`src/rtl/branch_sched.sv`:
```
// Multi-cycle conditional-branch resolver: latches a request, compares the operands,
// computes the next PC, trains a 2-bit saturating BHT and returns the result.
module branch_sched #(
  parameter int unsigned N           = 32,
  parameter int unsigned BHT_ENTRIES = 16
) (
  input  logic         clk_i,
  input  logic         rst_i,
  input  logic         req_valid_i,
  output logic         req_ready_o,
  input  logic [N-1:0] req_pc_i,
  input  logic [N-1:0] req_a_i,
  input  logic [N-1:0] req_b_i,
  input  logic [N-1:0] req_imm_i,
  input  logic [2:0]   req_ctrl_i,
  input  logic         req_pred_i,
  input  logic [N-1:0] lookup_pc_i,
  output logic         lookup_taken_o,
  output logic         resp_valid_o,
  input  logic         resp_ready_i,
  output logic         resp_taken_o,
  output logic [N-1:0] resp_target_o,
  output logic         resp_mispredict_o,
  output logic         resp_illegal_o
);

  localparam logic [2:0] COMP_EQ  = 3'b000;
  localparam logic [2:0] COMP_NE  = 3'b001;
  localparam logic [2:0] COMP_LT  = 3'b100;
  localparam logic [2:0] COMP_GE  = 3'b101;
  localparam logic [2:0] COMP_LTU = 3'b110;
  localparam logic [2:0] COMP_GEU = 3'b111;

  localparam int unsigned IdxW = $clog2(BHT_ENTRIES);
  localparam logic [N-1:0] PcStep = {{(N-3){1'b0}}, 3'b100};

  typedef enum logic [1:0] {StIdle, StEval, StResp} state_e;

  state_e state_q, state_d;

  logic [N-1:0] pc_q, a_q, b_q, imm_q;
  logic [2:0]   ctrl_q;
  logic         pred_q;

  logic [1:0] bht_q [BHT_ENTRIES];
  logic [1:0] bht_d [BHT_ENTRIES];

  logic         resp_taken_q, resp_mispredict_q, resp_illegal_q;
  logic [N-1:0] resp_target_q;

  logic            cond_taken, cond_illegal;
  logic [N-1:0]    target;
  logic [IdxW-1:0] upd_idx, lookup_idx;
  logic            accept;

  assign accept     = req_valid_i && (state_q == StIdle);
  assign upd_idx    = pc_q[IdxW+1:2];
  assign lookup_idx = lookup_pc_i[IdxW+1:2];

  // Only the index bits of the fetch PC select a counter.
  logic unused_lookup_bits;
  assign unused_lookup_bits = ^{lookup_pc_i[N-1:IdxW+2], lookup_pc_i[1:0]};

  // State register
  always_ff @(posedge clk_i or posedge rst_i) begin
    if (rst_i) begin
      state_q <= StIdle;
    end else begin
      state_q <= state_d;
    end
  end

  // Next-state logic
  always_comb begin
    state_d = state_q;
    unique case (state_q)
      StIdle:  if (req_valid_i) state_d = StEval;
      StEval:  state_d = StResp;
      StResp:  if (resp_ready_i) state_d = StIdle;
      default: state_d = StIdle;
    endcase
  end

  // Output logic
  always_comb begin
    req_ready_o  = (state_q == StIdle);
    resp_valid_o = (state_q == StResp);
  end

  always_ff @(posedge clk_i or posedge rst_i) begin
    if (rst_i) begin
      pc_q   <= '0;
      a_q    <= '0;
      b_q    <= '0;
      imm_q  <= '0;
      ctrl_q <= '0;
      pred_q <= 1'b0;
    end else if (accept) begin
      pc_q   <= req_pc_i;
      a_q    <= req_a_i;
      b_q    <= req_b_i;
      imm_q  <= req_imm_i;
      ctrl_q <= req_ctrl_i;
      pred_q <= req_pred_i;
    end
  end

  always_comb begin
    cond_taken   = 1'b0;
    cond_illegal = 1'b0;
    case (ctrl_q)
      COMP_EQ:  cond_taken = (a_q == b_q);
      COMP_NE:  cond_taken = (a_q != b_q);
      COMP_LT:  cond_taken = ($signed(a_q) < $signed(b_q));
      COMP_GE:  cond_taken = ($signed(a_q) >= $signed(b_q));
      COMP_LTU: cond_taken = (a_q < b_q);
      COMP_GEU: cond_taken = (a_q >= b_q);
      default:  cond_illegal = 1'b1;
    endcase
  end

  assign target = pc_q + (cond_taken ? imm_q : PcStep);

  always_ff @(posedge clk_i or posedge rst_i) begin
    if (rst_i) begin
      resp_taken_q      <= 1'b0;
      resp_target_q     <= '0;
      resp_mispredict_q <= 1'b0;
      resp_illegal_q    <= 1'b0;
    end else if (state_q == StEval) begin
      resp_taken_q      <= cond_taken;
      resp_target_q     <= target;
      resp_mispredict_q <= cond_taken ^ pred_q;
      resp_illegal_q    <= cond_illegal;
    end
  end

  assign resp_taken_o      = resp_taken_q;
  assign resp_target_o     = resp_target_q;
  assign resp_mispredict_o = resp_mispredict_q;
  assign resp_illegal_o    = resp_illegal_q;

  // Counters train once per legal branch, at the edge that leaves EVAL.
  always_comb begin
    bht_d = bht_q;
    if ((state_q == StEval) && !cond_illegal) begin
      if (cond_taken && (bht_q[upd_idx] != 2'b11)) begin
        bht_d[upd_idx] = bht_q[upd_idx] + 2'd1;
      end else if (!cond_taken && (bht_q[upd_idx] != 2'b00)) begin
        bht_d[upd_idx] = bht_q[upd_idx] - 2'd1;
      end
    end
  end

  always_ff @(posedge clk_i or posedge rst_i) begin
    if (rst_i) begin
      bht_q <= '{default: 2'b01};
    end else begin
      bht_q <= bht_d;
    end
  end

  assign lookup_taken_o = bht_q[lookup_idx][1];

endmodule

```
`config.mk`:
```
export PLATFORM = sky130hd
export DESIGN_NAME = branch_sched
export DESIGN_NICKNAME = d
export VERILOG_FILES = /design/src/rtl/branch_sched.sv
export SDC_FILE = /design/constraint.sdc
export NUM_CORES = 1
export LEC_CHECK = 0
export CAP_MARGIN = 10
export CORE_MARGIN = 2
export CORE_UTILIZATION = 53
export DETAILED_ROUTE_END_ITERATION = 8
export PLACE_DENSITY_LB_ADDON = 0.05
export SLEW_MARGIN = 0
export SYNTH_ARGS = -nofsm -noshare
export SYNTH_HDL_FRONTEND = slang
export SYNTH_SLANG_ARGS = --single-unit
```
`constraint.sdc`:
```
create_clock -name clk_i -period 7.99 [get_ports clk_i]
set_input_delay 0.799 -clock clk_i [delete_from_list [all_inputs] [get_ports clk_i]]
set_output_delay 0.799 -clock clk_i [all_outputs]
set_load 0.02 [all_outputs]
```
==> results.json, run 1 <==
{
  "die_w_um": 145.6,
  "port_buffers": 177,
  "syn_area_um2": 10630,
  "start_util_pct": 54.26,
  "nFillCells": 1545,
  "ys_seq_area_share_pct": 47.51,
  "grt_pass1_wl_um": 38790,
  "hold_viol_final": 0,
  "synth.avg_cell_area_um2": 11.15,
  "postCtsSetupRepairBufs": 0,
  "clock_path_buffers": 3,
  "report.final.slew_viol_count": 0,
  "grt_pass1_vias": 7712,
  "final-setup-viol-count": 0,
  "drt-total-wl_um": 22870,
  "antenna_found_initial": 1,
  "layout-drive-gt1-share_pct": 19.16,
  "num_antenna_cells": 0,
  "r2r-end": "resp_target_o[28]$_DFFE_PP0N_",
  "end_kind": "flop",
  "run_status": "finished clean",
  "htreeDepth": 1,
  "drt_iter0_markers": 331,
  "period_minus_slack_ps": 6256,
  "min_path_type": "flop to flop",
  "holdWs_ps": 473.9,
  "grt_usage_pct": 22.05,
  "die_y_um": 145.6,
  "grt-ovfl-total": 0,
  "tns_ps": 0,
  "root_buffer": "clkbuf_16",
  "ir_drop_mv": 0.2971,
  "r2r_setup_slack_ps": 1730,
  "crit_arrival_ps": 6610,
  "num_vias": 7495,
  "ys_types": 66,
  "cap_violations": 0,
  "final_antenna_net_count": 0,
  "ys.flop_type": "dfrtp_1",
  "syn_nets": 1187,
  "crit_start": "a_q[31]$_DFFE_PP0P_",
  "fmax_mhz": 159.9,
  "synth_edf_count": 0,
  "worst_slew_pin_slew_ps": 1035,
  "nNetsFinal": 1356,
  "finClkSkew_ps": 12.71,
  "clk_pin_slew_ps": 60,
  "ios": 206,
  "yosys_warnings": 0,
  "cp-start-kind": "flop",
  "drc": 0,
  "fin_crit_sh_pct": 78.29,
  "critPathRequiredTime_ps": 8350,
  "die-area_um2": 21200,
  "power_density_nw_per_um2": 474.1,
  "rsz0062_at_grt": "no",
  "cp_max_fo": 40,
  "area.growth.synth_to_final_pct": 25.85,
  "total_power_mw": 6.341,
  "rows": 51,
  "p_leak_nw": 5.839,
  "grt_start_max_net_pins": 154,
  "max-slew-margin-rel_pct": 31.00,
  "r2r-start": "a_q[31]$_DFFE_PP0P_",
  "synth-seq-cells": 201,
  "crit_type": "flop to flop",
  "synthArstFlopShare_pct": 100.0,
  "dp_hpwl_um": 16150,
  "reg2regPathDepth": 23,
  "vias_per_cell": 5.342,
  "holdBufCountCts": 0,
  "drt_pass1_iterations": 6,
  "place_congestion": 0.8285,
  "cts_resized": 0,
  "cts_buffers": 23,
  "cts.sinks": 201,
  "coreArea_um2": 19590,
  "cp-endpoint": "resp_target_o[28]$_DFFE_PP0N_",
  "wire_per_inst_um": 16.30,
  "postSynthCellCount": 953,
  "cts_tree": "built",
  "clkLatencyLatePin_ps": 500
}
Yosys cell counts, drive strengths merged, types with 5 or more instances:
library cell,count,area [um2]
o31ai,6,45.04
clkbuf,34,127.6
dfrtp,185,4629
nand2,106,397.9
a21o,14,105.1
inv,51,191.4
ha,65,813.3
buf,5,27.52
a31oi,6,37.54
xnor2,11,103.9
and2,33,206.5
a21oi,34,173.9
a211oi,6,45.04
nor2b,14,95.09
mux4,14,315.3
nand2b,11,68.82
nand4,6,37.54
mux2,135,1535
o21ai,88,440.4
dfstp,16,420.4
nor3,13,65.06
xor2,13,113.9
nor2,22,82.58
nand3,11,55.05
logic make-up after synthesis:
group | synth area share (%)
compound gates | 11.07
mux | 17.63
simple gates | 10.64
xor+xnor | 2.048
flops | 47.51
buf+inv | 3.261
fa+ha+maj | 7.840
cells in the final DEF, fill, tap and decap left out, drive strengths merged, types with 33 or more instances in the layout:
cell type / instances
mux2: 135
ha: 65
nand2: 106
dfrtp: 185
o21ai: 88
a21oi: 34
and2: 33
clkdlybuf4s50: 177
clkbuf: 38
inv: 51
stage by stage:
step | worst slack (ps) | std cells | util (%) | instance area [um2]
finish | 1734 | 1403 | 68.28 | 13380
detailed placement | 1713 | 1361 | 64.46 | 12630
global placement | 1780 | 1361 | 64.46 | 12630
global route | 939.2 | 1403 | 68.28 | 13380
floorplan | 1735 | 953 | - | 10630
CTS | 1664 | 1402 | 68.24 | 13370
worst max-delay path, stage by stage, from the launching register on:
cell       delay [ps]
dfrtp_1           380
ha_1              410
nand3_1           160
nor4_1            440
and2_1            270
o31a_1            250
or4_4             170
a2111oi_4          70
nor4b_4           280
buf_4             430
and2_1            190
ha_1              190
inv_1              60
fa_1              380
nor2b_1           140
o21ai_0           110
a21boi_0          320
o311ai_0          280
a311oi_1          580
o31ai_1           190
o21ai_0           390
a2111oi_0         170
a31oi_1           150
o21ai_0            80
metal layers:
layer	vias to the layer above	part of all wire (%)	global-route usage (%)	wire length, um
li1	3719	-	-	-
met5	-	0.057	0	13
met2	150	46	35.28	10620
met4	2	1.3	3.578	303
met3	27	5.6	5.329	1288
met1	3597	47	31.34	10650
worst min-delay path by stage:
stage | slack, ps | cells after the start | end | start
2_1_floorplan | 470 | 1 | bht_q[7]$_DFFE_PP0P_ | bht_q[7]$_DFFE_PP0P_
3_3_place_gp | 460 | 2 | resp_taken_o$_DFFE_PP0N_ | resp_taken_o$_DFFE_PP0N_
3_5_place_dp | 460 | 2 | resp_taken_o$_DFFE_PP0N_ | resp_taken_o$_DFFE_PP0N_
4_1_cts | 480 | 2 | resp_illegal_o$_DFFE_PP0N_ | resp_illegal_o$_DFFE_PP0N_
5_1_grt | 510 | 1 | imm_q[5]$_DFFE_PP0P_ | imm_q[5]$_DFFE_PP0P_
6_report | 470 | 2 | resp_illegal_o$_DFFE_PP0N_ | resp_illegal_o$_DFFE_PP0N_
registers in the layout, summed over array words and instances, names as in the netlist, named ones only:
name	flops
a_q	32
b_q	32
bht_q	16
ctrl_q	3
imm_q	32
pc_q	32
pred_q	1
resp_illegal_o	1
resp_mispredict_o	1
resp_taken_o	1
resp_target_o	32
state_q	2
final cells by class:
class	instances	area, um2	share of cell area (%)
Multi-Input combinational cell	662	5238	39.15
Sequential cell	201	5050	37.75
Timing Repair Buffer	183	1817	13.58
Clock buffer	38	701.9	5.247
Tap cell	265	331.6	2.479
Inverter	51	198.9	1.487
Clock inverter	3	40.04	0.2993
where the power goes:
| group | total, mW | internal [mW] | switching [mW] | leakage (nW) |
|---|---|---|---|---|
| combinational | 3.47 | 1.63 | 1.84 | 3.07 |
| clock | 1.03 | 0.626 | 0.401 | 0.365 |
| sequential | 1.84 | 1.53 | 0.311 | 2.40 |
Note: power is estimated with default switching activity, not from simulation.
==> inputs of run 2 (changes only) <==
--- a/config.mk
+++ b/config.mk
@@ -7,7 +7,7 @@
 export LEC_CHECK = 0
 export CAP_MARGIN = 10
 export CORE_MARGIN = 2
-export CORE_UTILIZATION = 53
+export CORE_UTILIZATION = 48
 export DETAILED_ROUTE_END_ITERATION = 8
 export PLACE_DENSITY_LB_ADDON = 0.05
 export SLEW_MARGIN = 0
==> constraint.sdc (replaced) <==
create_clock -name clk_i -period 5.6 [get_ports clk_i]
set_input_delay 0.56 -clock clk_i [delete_from_list [all_inputs] [get_ports clk_i]]
set_output_delay 0.56 -clock clk_i [all_outputs]
set_load 0.02 [all_outputs]
==> run 2 against run 1 <==
Power grew 47%. Global-route usage down 2.1 points. Sequential power rose by 42%. Clock power is 34% higher. Non-clock buffer count grew 25. Critical path type unchanged.
==> results.json, run 2 (synthesized netlist as in run 1, its figures left out) <==
{
  "stdcell_count": 1443,
  "fmax_mhz": 189.5,
  "worst_slack_ps": 321.7,
  "die_w_um": 152.8,
  "r2r_setup_slack_ps": 320,
  "ios": 206,
  "clock_path_buffers": 3,
  "period_minus_slack_ps": 5278,
  "finClkSkew_ps": 11.15,
  "report.final.slew_viol_count": 0,
  "end_kind": "flop",
  "drc": 0,
  "root_buffer": "clkbuf_16",
  "cp_max_fo": 22,
  "min_path_type": "flop to flop",
  "power_density_nw_per_um2": 686.0,
  "nFillCells": 1818,
  "antenna_found_initial": 1,
  "multi_input_area_um2": 5300,
  "holdPathEnd": "resp_taken_o$_DFFE_PP0N_",
  "pre_cts_slack_ps": -15.34,
  "fin_util_pct": 62.61,
  "place_congestion": 0.8444,
  "cts_tree": "built",
  "slowest_stage": "or4_4",
  "clkLatencyLatePin_ps": 510,
  "hold_depth": 2,
  "grt_pass1_vias": 7778,
  "grt_pass1_wl_um": 38600,
  "start_util_pct": 48.86,
  "grt_start_max_net_pins": 202,
  "rsz0062_at_grt": "no",
  "drt_iter0_markers": 325,
  "critical-path-top-delay-family": "compound AO/OA/AOI/OAI gates",
  "cp_common_cell": "a21o_1",
  "layout-drive-gt1-share_pct": 21.32,
  "critPathBufInv": 3,
  "crit_type": "flop to flop",
  "holdBufCountCts": 0,
  "drt-total-wl_um": 23020,
  "cp-start-kind": "flop",
  "dp_hpwl_um": 16180,
  "worst_slew_pin_slew_ps": 1180,
  "area.growth.synth_to_final_pct": 28.15,
  "num_antenna_cells": 0,
  "die-area_um2": 23350,
  "path_cells": "ha_1, a21o_1, a21oi_2, o221ai_2, o31a_1, or4_4, a2111oi_4, nor4b_4, buf_12, buf_6, and2_1, ha_1, a21o_1, a21o_1, a21oi_1, o221ai_1, a22o_1, buf_4, nor2_1, o21ai_1, a221oi_2, xor2_1, o21ai_0",
  "crit_arrival_ps": 5640,
  "dp.cells": 1401,
  "p_leak_nw": 5.945,
  "r2r-end": "resp_target_o[30]$_DFFE_PP0N_",
  "layout_common_cells": "dfrtp_1 (185), clkdlybuf4s50_1 (177), mux2_2 (130)",
  "cts_buffers": 23,
  "vias_per_cell": 5.267,
  "clk_pin_slew_ps": 60,
  "final-setup-viol-count": 0,
  "grt-ovfl-total": 0,
  "cts.sinks": 201,
  "total_power_mw": 9.344,
  "wire_per_inst_um": 15.95,
  "ir_drop_mv": 0.3111,
  "r2r-start": "a_q[13]$_DFFE_PP0P_",
  "die_y_um": 152.8,
  "critPathRequiredTime_ps": 5960,
  "coreArea_um2": 21760,
  "holdWs_ps": 472.8,
  "drt_pass1_iterations": 4,
  "nNetsFinal": 1381,
  "grt_usage_pct": 19.91,
  "regArea_um2": 5050,
  "fin_crit_sh_pct": 94.26,
  "final_common_cell": "dfrtp_1",
  "final_antenna_net_count": 0,
  "max-slew-margin-rel_pct": 21.33,
  "min-delay-start": "resp_taken_o$_DFFE_PP0N_",
  "htreeDepth": 1,
  "port_buffers": 177,
  "hold_viol_final": 0,
  "reg2regPathDepth": 23,
  "cap_violations": 0,
  "num_vias": 7601,
  "run_status": "finished clean",
  "rows": 54,
  "cp_slowest_stage_delay_ps": 510
}
==> run 2: cell count changes in the layout (fill, tap and decap cells not counted), sizes merged <==
cell      before  now
clkinvlp       0    1
bufinv         1    0
buf            6   31
clkbuf        38   39
clkinv         2    1
==> run 2: worst max-delay path by stage <==
stage | startpoint | end | slack [ps] | cells after the start
2_1_floorplan | a_q[13]$_DFFE_PP0P_ | resp_target_o[28]$_DFFE_PP0N_ | 110 | 24
3_3_place_gp | a_q[13]$_DFFE_PP0P_ | resp_target_o[28]$_DFFE_PP0N_ | 30 | 24
3_5_place_dp | a_q[13]$_DFFE_PP0P_ | resp_target_o[28]$_DFFE_PP0N_ | -20 | 24
4_1_cts | a_q[13]$_DFFE_PP0P_ | resp_target_o[28]$_DFFE_PP0N_ | 10 | 24
5_1_grt | a_q[31]$_DFFE_PP0P_ | resp_target_o[29]$_DFFE_PP0N_ | 10 | 23
6_report | a_q[13]$_DFFE_PP0P_ | resp_target_o[30]$_DFFE_PP0N_ | 320 | 23
==> run 2: area by class of cell <==
cell class                 instances  area share [%]
inverter                          51           1.433
tap                              280           2.572
timing repair buffer             208           15.02
clock buffer                      39           4.887
sequential                       201           37.08
multi-input combinational        662           38.91
clock inverter                     2          0.1010
==> run 2: power breakdown <==
part	internal, mW	switching, mW	total (mW)
logic	2.61	2.74	5.35
clock network	0.803	0.578	1.38
registers	2.18	0.428	2.61
total	5.59	3.75	9.34
==> run 2: timing repair <==
| action | 4_1_cts | 5_1_grt |
|---|---|---|
| gates cloned | 0 | 0 |
| setup buffers | 0 | 1 |
| resized for setup | 2 | 17 |
| setup endpoints to repair | 1 | 10 |
| pin swaps | 0 | 5 |
==> run 2: worst min-delay path, delay by kind of cell (launching register included) <==
family	cells	cell delay (ps)
flops	1	330
simple gates	2	110
==> run 2: routing by layer <==
| metal | part of all wire, % | GRT usage [%] | vias to the layer above | routed length, um |
|---|---|---|---|---|
| met5 | 0.056 | 0 | - | 13 |
| met4 | 1.9 | 4.321 | 2 | 436 |
| met3 | 5.5 | 4.323 | 26 | 1274 |
| met2 | 48 | 33.18 | 151 | 10940 |
| met1 | 45 | 26.93 | 3651 | 10350 |
| li1 | - | - | 3771 | - |
==> run 2: through the flow <==
stage                     area, um2  setup TNS (ps)
after floorplan               10630               0
after global placement        12870               0
after detailed placement      12870          -15.34
after CTS                     13550               0
after global routing          13620               0
final                         13620               0
==> inputs of run 3 (changes only) <==
--- a/config.mk
+++ b/config.mk
@@ -7,7 +7,7 @@
 export LEC_CHECK = 0
 export CAP_MARGIN = 10
 export CORE_MARGIN = 2
-export CORE_UTILIZATION = 48
+export CORE_UTILIZATION = 40
 export DETAILED_ROUTE_END_ITERATION = 8
 export PLACE_DENSITY_LB_ADDON = 0.05
 export SLEW_MARGIN = 0
==> run 3 against run 2 <==
Clock power grew 18%. Largest power group unchanged. Via count grew 1.2%. Clock skew grew 6.0 ps. Setup slack lost 53 ps.
==> results.json, run 3 (synthesized netlist as in run 1, its figures left out) <==
{
  "grt_usage_pct": 17.50,
  "worst_slew_pin_slew_ps": 924.7,
  "drt_pass1_iterations": 5,
  "wire_per_inst_um": 16.03,
  "drc": 0,
  "place_congestion": 0.8088,
  "period_minus_slack_ps": 5332,
  "hold_viol_final": 0,
  "rsz0062_at_grt": "yes",
  "switching_share_pct": 39.69,
  "fin_crit_sh_pct": 95.21,
  "cp_max_fo": 10,
  "power_density_nw_per_um2": 698.7,
  "crit_type": "flop to flop",
  "rows": 59,
  "clkLatencyLatePin_ps": 530,
  "cts_tree": "built",
  "p_switching_mw": 3.866,
  "run_status": "finished clean",
  "max-slew-margin-rel_pct": 38.35,
  "cap_violations": 0,
  "grt_pass1_vias": 7718,
  "clk_pin_slew_ps": 60,
  "area.growth.synth_to_final_pct": 31.15,
  "seqPwrFrac_pct": 26.8,
  "p_leak_nw": 6.059,
  "vias_per_cell": 5.079,
  "combPwrFrac_pct": 56.5,
  "final_antenna_net_count": 0,
  "grt-ovfl-total": 0,
  "report.final.slew_viol_count": 0,
  "start_util_pct": 40.79,
  "drt-total-wl_um": 24270,
  "r2r_setup_slack_ps": 270,
  "critPathRequiredTime_ps": 6060,
  "coreArea_um2": 26060,
  "root_buffer": "clkbuf_16",
  "dp_hpwl_um": 17260,
  "fmax_mhz": 187.6,
  "die-area_um2": 27890,
  "crit_arrival_ps": 5790,
  "grt_start_max_net_pins": 146,
  "antenna_found_initial": 2,
  "final_common_cell": "dfrtp_1",
  "placed_area_um2": 12980,
  "ir_drop_mv": 0.3901,
  "clock_path_buffers": 3,
  "port_buffers": 177,
  "pwr-share-clk_pct": 16.7,
  "final_area_um2": 13940,
  "cts_buffers": 25,
  "finClkSkew_ps": 17.12,
  "grt_pass1_wl_um": 40040,
  "min_path_type": "flop to flop",
  "p_int_mw": 5.873,
  "end_kind": "flop",
  "htreeDepth": 1,
  "nNetsFinal": 1393,
  "final-setup-viol-count": 0,
  "cp-start-kind": "flop",
  "die_y_um": 167.0,
  "holdWs_ps": 476.5,
  "ios": 206,
  "cts.sinks": 201,
  "layout-drive-gt1-share_pct": 23.34,
  "die_w_um": 167.0,
  "layout_common_cells": "dfrtp_1 (185), clkdlybuf4s50_1 (177), mux2_2 (130)",
  "drt_iter0_markers": 334,
  "num_vias": 7690
}
[run 3: worst max-delay path: stages (launching register included)]
cell	delay [ps]
dfrtp_1	380
ha_1	310
a21oi_1	160
o21ai_0	140
and2_1	170
o31a_1	330
or4_4	510
a2111oi_4	360
nor4b_4	110
buf_6	160
buf_4	150
and2_1	180
ha_4	280
nand4_1	140
nor3_2	190
a32oi_1	90
a31oi_2	300
a211oi_2	120
buf_4	150
o21bai_1	130
buf_4	140
a21o_1	150
a31oi_1	100
or4_1	410
nand3_1	100
[run 3: final timing paths]
| check | cells after the start | start | end |
|---|---|---|---|
| max in group asynchronous | 3 | rst_i | b_q[26]$_DFFE_PP0P_ |
| setup / recovery | 24 | a_q[5]$_DFFE_PP0P_ | resp_target_o[29]$_DFFE_PP0N_ |
| hold / removal | 2 | resp_target_o[4]$_DFFE_PP0N_ | resp_target_o[4]$_DFFE_PP0N_ |
| hold reg to reg | 2 | resp_target_o[4]$_DFFE_PP0N_ | resp_target_o[4]$_DFFE_PP0N_ |
| setup reg to reg | 24 | a_q[5]$_DFFE_PP0P_ | resp_target_o[29]$_DFFE_PP0N_ |
| min in group asynchronous | 3 | rst_i | a_q[5]$_DFFE_PP0P_ |
[run 3: metal layers]
metal / part of all wire (%) / vias to the layer above / global-route usage (%) / wire length (um)
met1: 47 / 3698 / 24.05 / 11290
met3: 5.9 / 30 / 3.969 / 1422
met4: 2.2 / 0 / 4.385 / 537
met2: 45 / 154 / 28.11 / 11030
met5: 0 / - / 0 / 0
li1: - / 3808 / - / -
[run 3: metrics by stage]
step	instances	setup WS, ps	utilization (%)	power, mW	setup TNS [ps]
2_1_floorplan	953	111.3	-	6.333	0
3_3_place_gp	1465	1.473	49.81	7.908	0
3_5_place_dp	1465	-120.5	49.81	7.969	-208.2
4_1_cts	1511	8.543	52.99	9.663	0
5_1_grt	1513	-20.52	53.48	10.60	-20.52
6_report	1514	268.4	53.49	9.739	0
[run 3: final cells by class]
type	count	area (um2)
Clock inverter	9	123.9
Timing Repair Buffer	218	2096
Clock buffer	37	700.7
Inverter	51	195.2
Antenna cell	1	2.502
Fill cell	2356	12120
Sequential cell	201	5050
Multi-Input combinational cell	662	5353
Tap cell	335	419.2
[run 3: power groups by stage]
stage	sequential, mW	combinational (mW)	clock (mW)
after floorplan	2.61	3.72	0
after global placement	2.63	5.28	0
after detailed placement	2.64	5.33	0
after CTS	2.62	5.37	1.67
after global routing	2.72	6.16	1.72
final	2.61	5.50	1.63
[run 3: what timing repair did]
action,in CTS,in global routing
hold buffers,0,0
gates resized for setup,3,27
pin swaps,1,9
endpoints found under the setup margin,4,9
buffers inserted,0,2
==> edit 1, RTL diff (flow settings as in run 3) <==
`BHT_ENTRIES`: 16 -> 8.
--- a/src/rtl/branch_sched.sv
+++ b/src/rtl/branch_sched.sv
@@ -2,7 +2,7 @@
 // computes the next PC, trains a 2-bit saturating BHT and returns the result.
 module branch_sched #(
   parameter int unsigned N           = 32,
-  parameter int unsigned BHT_ENTRIES = 16
+  parameter int unsigned BHT_ENTRIES = 8
 ) (
   input  logic         clk_i,
   input  logic         rst_i,
Formal check against the unedited RTL: not equivalent (Yosys sat finds a counterexample within 4 cycles, from zero or initial values and one cycle with rst_i high).
==> edit 1 against run 3 <==
Count of clock-buffer cells in the layout shrank 20. Power shrank 2.4%. Area after synthesis down 4.7%. Hold slack gained 0.0023 ns. Cell area decreased by 4.8%. Via count decreased by 0.85%. Sequential share of layout area is 1.3 points lower. Sequential cell count shrank 16. Routed wire length shrank 2.3%. Setup slack gained 0.0051 ns. Highest routed layer is now met5.
==> edit 1: results (changes against run 3) <==
stage,metric,value,unit,change
setup_path,arrival,5.65,ns,was 5.79 ns
final_layout,final_cells,1500,,was 1514
global_routing,grt_max_degree,103,,was 146
setup_path,critical_path.max_stage_delay,0.43,ns,was 0.51 ns
placement,dpl.hpwl,16700,um,was 17300 um
synthesis,syn_area_per_cell,10.5,um^2,was 11.2 um^2
routing,drt_iter0_markers,411,,was 334
power,ir_worst_vdd,0.362,mV,was 0.390 mV
global_routing,grt_pass1_vias,7818,,was 7718
global_routing,antenna_found_initial,3,,was 2
setup_path,cp_slowest_cell,or3_4,,was or4_4
setup_path,reg2reg_depth,22,,was 24
placement,placed_area,0.0124,mm^2,was 0.0130 mm^2
synthesis,syn-num-nets,1196,,was 1187
final_layout,fin_nets,1390,,was 1393
hold_path,hp-start,resp_target_o[22],,was resp_target_o[4]
power,switching_share,0.426,,was 0.397
routing,vias_per_cell,5.08,,about the same
clock_tree,clockBufferDepth,2,,was 3
synthesis,synth.area.top_cells,"dfrtp_1 (44%), mux2_2 (11%), ha_1 (8.0%)",,"was dfrtp_1 (44%), mux2_2 (14%), ha_1 (7.7%)"
placement,dpl_worst_slack,-0.0156,ns,was -0.121 ns
synthesis,netlist_top_cells_count,"dfrtp_1 (177), mux2_2 (103), nand2_1 (96)",,"was dfrtp_1 (185), mux2_2 (130), nand2_1 (106)"
global_routing,grt_pass1_wl,39000,um,was 40000 um
routing,wire_per_inst,15.8,um,was 16.0 um
synthesis,synthXorXnorAreaFrac,0.0190,,was 0.0205
power,leakage,5.77,nW,was 6.06 nW
clock_tree,clkLatencyLatePin,0.43,ns,was 0.53 ns
clock_tree,ctsHtreeMaxLevel,4,,was 1
timing,clock_skew,0.0119,ns,was 0.0171 ns
synthesis,ys_seq_area_frac,0.458,,was 0.475
setup_path,path_max_fanout,12,,was 10
timing,worst_slew_pin_slew,0.952,ns,was 0.925 ns
hold_path,whs_endpoint,resp_target_o[22],,was resp_target_o[4]
run_status,outcome,"finished, final reports clean",,unchanged
placement,io_buffers,176,,was 177
synthesis,synth-compound-area-share,0.146,,was 0.111
clock_tree,cts_buffers,17,,was 25
timing,hold_slack,0.479,ns,was 0.476 ns
synthesis,synthAdderAreaFrac,0.0823,,was 0.0784
placement,routabilityCongestion,0.777,,was 0.809
global_routing,track_usage,0.185,,was 0.175
final_layout,layout-drive-gt1-share,0.203,,was 0.233
final_layout,area_growth_syn_to_layout,31.0,%,was 31.1%
setup_path,reg2reg_from,a_q[7],,was a_q[5]
synthesis,synth_mux_area_frac,0.129,,was 0.176
-- edit 1: cell count changes after synthesis, moves of 8 or more --
cell       before  now
mux2_2        130  103
nor2_1         22   38
a21oi_1        33   48
o21ai_0        87   74
mux4_2         14    4
nand2_1       106   96
a41oi_1         2   10
dfrtp_1       185  177
dfstp_2        16    8
o2bb2ai_1       0    8
-- edit 1: tightest hold or removal path: stages (launching register included) --
cell	delay [ns]
dfrtp_1	0.34
nand2_1	0.04
o21ai_0	0.06
-- edit 1: cell families (layout without fill, tap and decap cells) --
logic type      after synthesis  after routing
other cells                   0              1
fa+ha+maj                    66             66
buf+inv                      96            303
flops                       185            185
xor+xnor                     22             22
simple gates                256            256
mux                         112            112
compound gates              225            225
-- edit 1: area by class of cell --
type	instances	share of cell area
Multi-Input combinational cell	681	0.397
Antenna cell	1	0.000189
Clock buffer	17	0.0321
Inverter	52	0.0153
Timing Repair Buffer	219	0.159
Tap cell	330	0.0311
Sequential cell	185	0.350
Clock inverter	15	0.0152
-- edit 1: how the worst max path moves through the flow --
stage / to / slack, ns / from / cells past startpoint
after global placement: resp_target_o[26] / 0.0006 / a_q[27] / 22
final: resp_target_o[29] / 0.27 / a_q[7] / 22
after detailed placement: resp_target_o[31] / -0.02 / a_q[27] / 20
after global routing: resp_target_o[29] / -0.07 / a_q[14] / 22
after floorplan: a_q[0] / 0.02 / rst_i / 1
after CTS: resp_target_o[29] / 0.04 / a_q[14] / 21
-- edit 1: power by group through the flow --
stage          Clock [mW]  Sequential [mW]  Combinational [mW]
6_report             1.29             2.39                5.83
5_1_grt              1.38             2.48                6.58
4_1_cts              1.32             2.39                5.61
3_5_place_dp            0             2.41                5.56
3_3_place_gp            0             2.41                5.51
2_1_floorplan           0             2.43                3.91
-- edit 1: timing repair --
item	CTS	global route
pin swaps	1	17
setup buffers	1	9
setup endpoints to repair	5	16
resized for setup	1	29
-- edit 1: per-layer routing --
metal  routed length [um]  global-route usage
met1                11200               0.250
met2                11000               0.298
met3                 1160              0.0457
met4                  319              0.0475
met5                   30                   0
==> edit 2, RTL diff (config.mk and constraints of run 3) <==
Without the edit above. The 3 states of `state_e` get a one-hot encoding in 3 bits.
--- a/src/rtl/branch_sched.sv
+++ b/src/rtl/branch_sched.sv
@@ -34,7 +34,7 @@
   localparam int unsigned IdxW = $clog2(BHT_ENTRIES);
   localparam logic [N-1:0] PcStep = {{(N-3){1'b0}}, 3'b100};
 
-  typedef enum logic [1:0] {StIdle, StEval, StResp} state_e;
+  typedef enum logic [2:0] {StIdle = 3'b001, StEval = 3'b010, StResp = 3'b100} state_e;
 
   state_e state_q, state_d;
 
Formal check against the unedited RTL: same outputs for any inputs over 4 cycles, from zero or initial values and one cycle with rst_i high; so few cycles prove little.
==> edit 2 against run 3 <==
Die area is essentially flat. Non-clock buffer count grew 29. Routed wire length shrank 0.65%. Area after synthesis is essentially flat. Power shrank 0.35%. Setup slack lost 0.016 ns. Clock power shrank 10%. Cell area grew 2.5%. Sequential cell count grew 1. Count of clock-buffer cells in the layout grew 2. Critical path type unchanged. Largest cell class unchanged. Largest power group unchanged.
==> edit 2: results (changes against run 3) <==
stage,metric,value,unit,change
global_routing,antenna_found_initial,0,,was 2
global_routing,grt_max_degree,99,,was 146
final_layout,antenna_cells,0,,was 1
placement,dpl_worst_slack,-0.413,ns,was -0.121 ns
routing,met1_length,11400,um,was 11300 um
routing,wirelength,24100,um,was 24300 um
power,total_power,9.71,mW,was 9.74 mW
synthesis,syn-num-nets,1169,,was 1187
synthesis,ys_seq_area_frac,0.478,,was 0.475
global_routing,grt_pass1_vias,7862,,was 7718
routing,wl_met2,11300,um,was 11000 um
routing,met3_length,1050,um,was 1420 um
setup_path,path_max_fanout,7,,was 10
clock_tree,cts_setup_buffers,10,,was 0
final_layout,fin_nets,1402,,was 1393
hold_path,hold_class,primary input to asynchronous set/reset pin,,was flop to flop
synthesis,synth.area.top_cells,"dfrtp_1 (44%), mux2_2 (12%), ha_1 (7.7%)",,"was dfrtp_1 (44%), mux2_2 (14%), ha_1 (7.7%)"
global_routing,grtUsageMet2,0.288,,was 0.281
clock_tree,post_cts_resized,49,,was 3
routing,wire_per_inst,15.9,um,was 16.0 um
routing,vias_per_cell,5.00,,was 5.08
timing,maxSlewHeadroom,0.357,,was 0.384
clock_tree,clkLatencyLatePin,0.51,ns,was 0.53 ns
power,leakage,6.32,nW,was 6.06 nW
clock_tree,cts_buffers,24,,was 25
synthesis,netlist_top_cells_count,"dfrtp_1 (185), mux2_2 (113), nand2_1 (87)",,"was dfrtp_1 (185), mux2_2 (130), nand2_1 (106)"
power,pwr-share-clk,0.151,,was 0.167
global_routing,grt_use_met3,0.0318,,was 0.0397
placement,dpl.hpwl,17200,um,was 17300 um
power,ir_worst_vdd,0.482,mV,was 0.390 mV
global_routing,track_usage,0.175,,about the same
placement,place_inst,1460,,was 1465
routing,firstDrtPassIters,6,,was 5
setup_path,arrival,5.71,ns,was 5.79 ns
power,pg_comb,5.66,mW,was 5.50 mW
run_status,outcome,"finished, final reports clean",,unchanged
placement,routabilityCongestion,0.773,,was 0.809
synthesis,ys_types,58,,was 66
timing,clock_skew,0.0109,ns,was 0.0171 ns
placement,placed_area,0.0131,mm^2,was 0.0130 mm^2
global_routing,groute.layer.met1.usage,0.243,,was 0.240
setup_path,reg2reg_depth,23,,was 24
synthesis,synthCells,935,,was 953
routing,drt_iter0_markers,246,,was 334
global_routing,grt_pass1_wl,40300,um,was 40000 um
==> edit 2: changes by cell type after synthesis, sizes merged, moves of 5 or more <==
cell,delta
xnor2,+5
nand4,+18
a21oi,+7
nand2,-19
inv,-7
nor3,-5
nand2b,-6
==> edit 2: path summary, 6_finish.rpt <==
check,startpoint,to,slack [ns]
max,a_q[19],resp_target_o[30],0.25
min,rst_i,imm_q[24],0.36
max reg2reg,a_q[19],resp_target_o[30],0.25
min reg2reg,resp_target_o[17],resp_target_o[17],0.48
max in group asynchronous,rst_i,imm_q[5],4.12
min in group clk_i,resp_target_o[17],resp_target_o[17],0.48
==> edit 2: cells by family after synthesis <==
family | count (synthesis) | share of synthesized area
DFF | 202 | 0.478
adders and majority gates | 66 | 0.0784
and+or+nand+nor | 228 | 0.117
xor gates and xnor gates | 29 | 0.0239
muxes | 151 | 0.175
buffers and inverters | 84 | 0.0316
AOI/OAI and AO/OA | 175 | 0.0969
==> edit 2: area by class of cell <==
cell class	instances	area (um^2)
clock buffers	39	728
multi-input cells	649	5540
repair buffers	247	2360
fillers	2347	11800
flip-flops and latches	202	5080
inverters	44	169
well taps	335	419
==> edit 2: critical path: stages, from the launching register on <==
cell,delay (ns)
dfrtp_1,0.41
ha_4,0.28
nand4_1,0.16
nor4_4,0.39
nand3_2,0.15
mux2_4,0.33
a311o_1,0.31
a311o_1,0.33
nor3_4,0.13
buf_6,0.14
buf_4,0.11
nand2b_4,0.05
ha_4,0.22
nor2b_2,0.15
o31a_1,0.26
o21a_1,0.18
o21a_1,0.20
o41a_1,0.36
o41ai_2,0.31
buf_4,0.18
o21ai_4,0.08
a21o_1,0.22
xnor2_2,0.14
o21ai_1,0.08
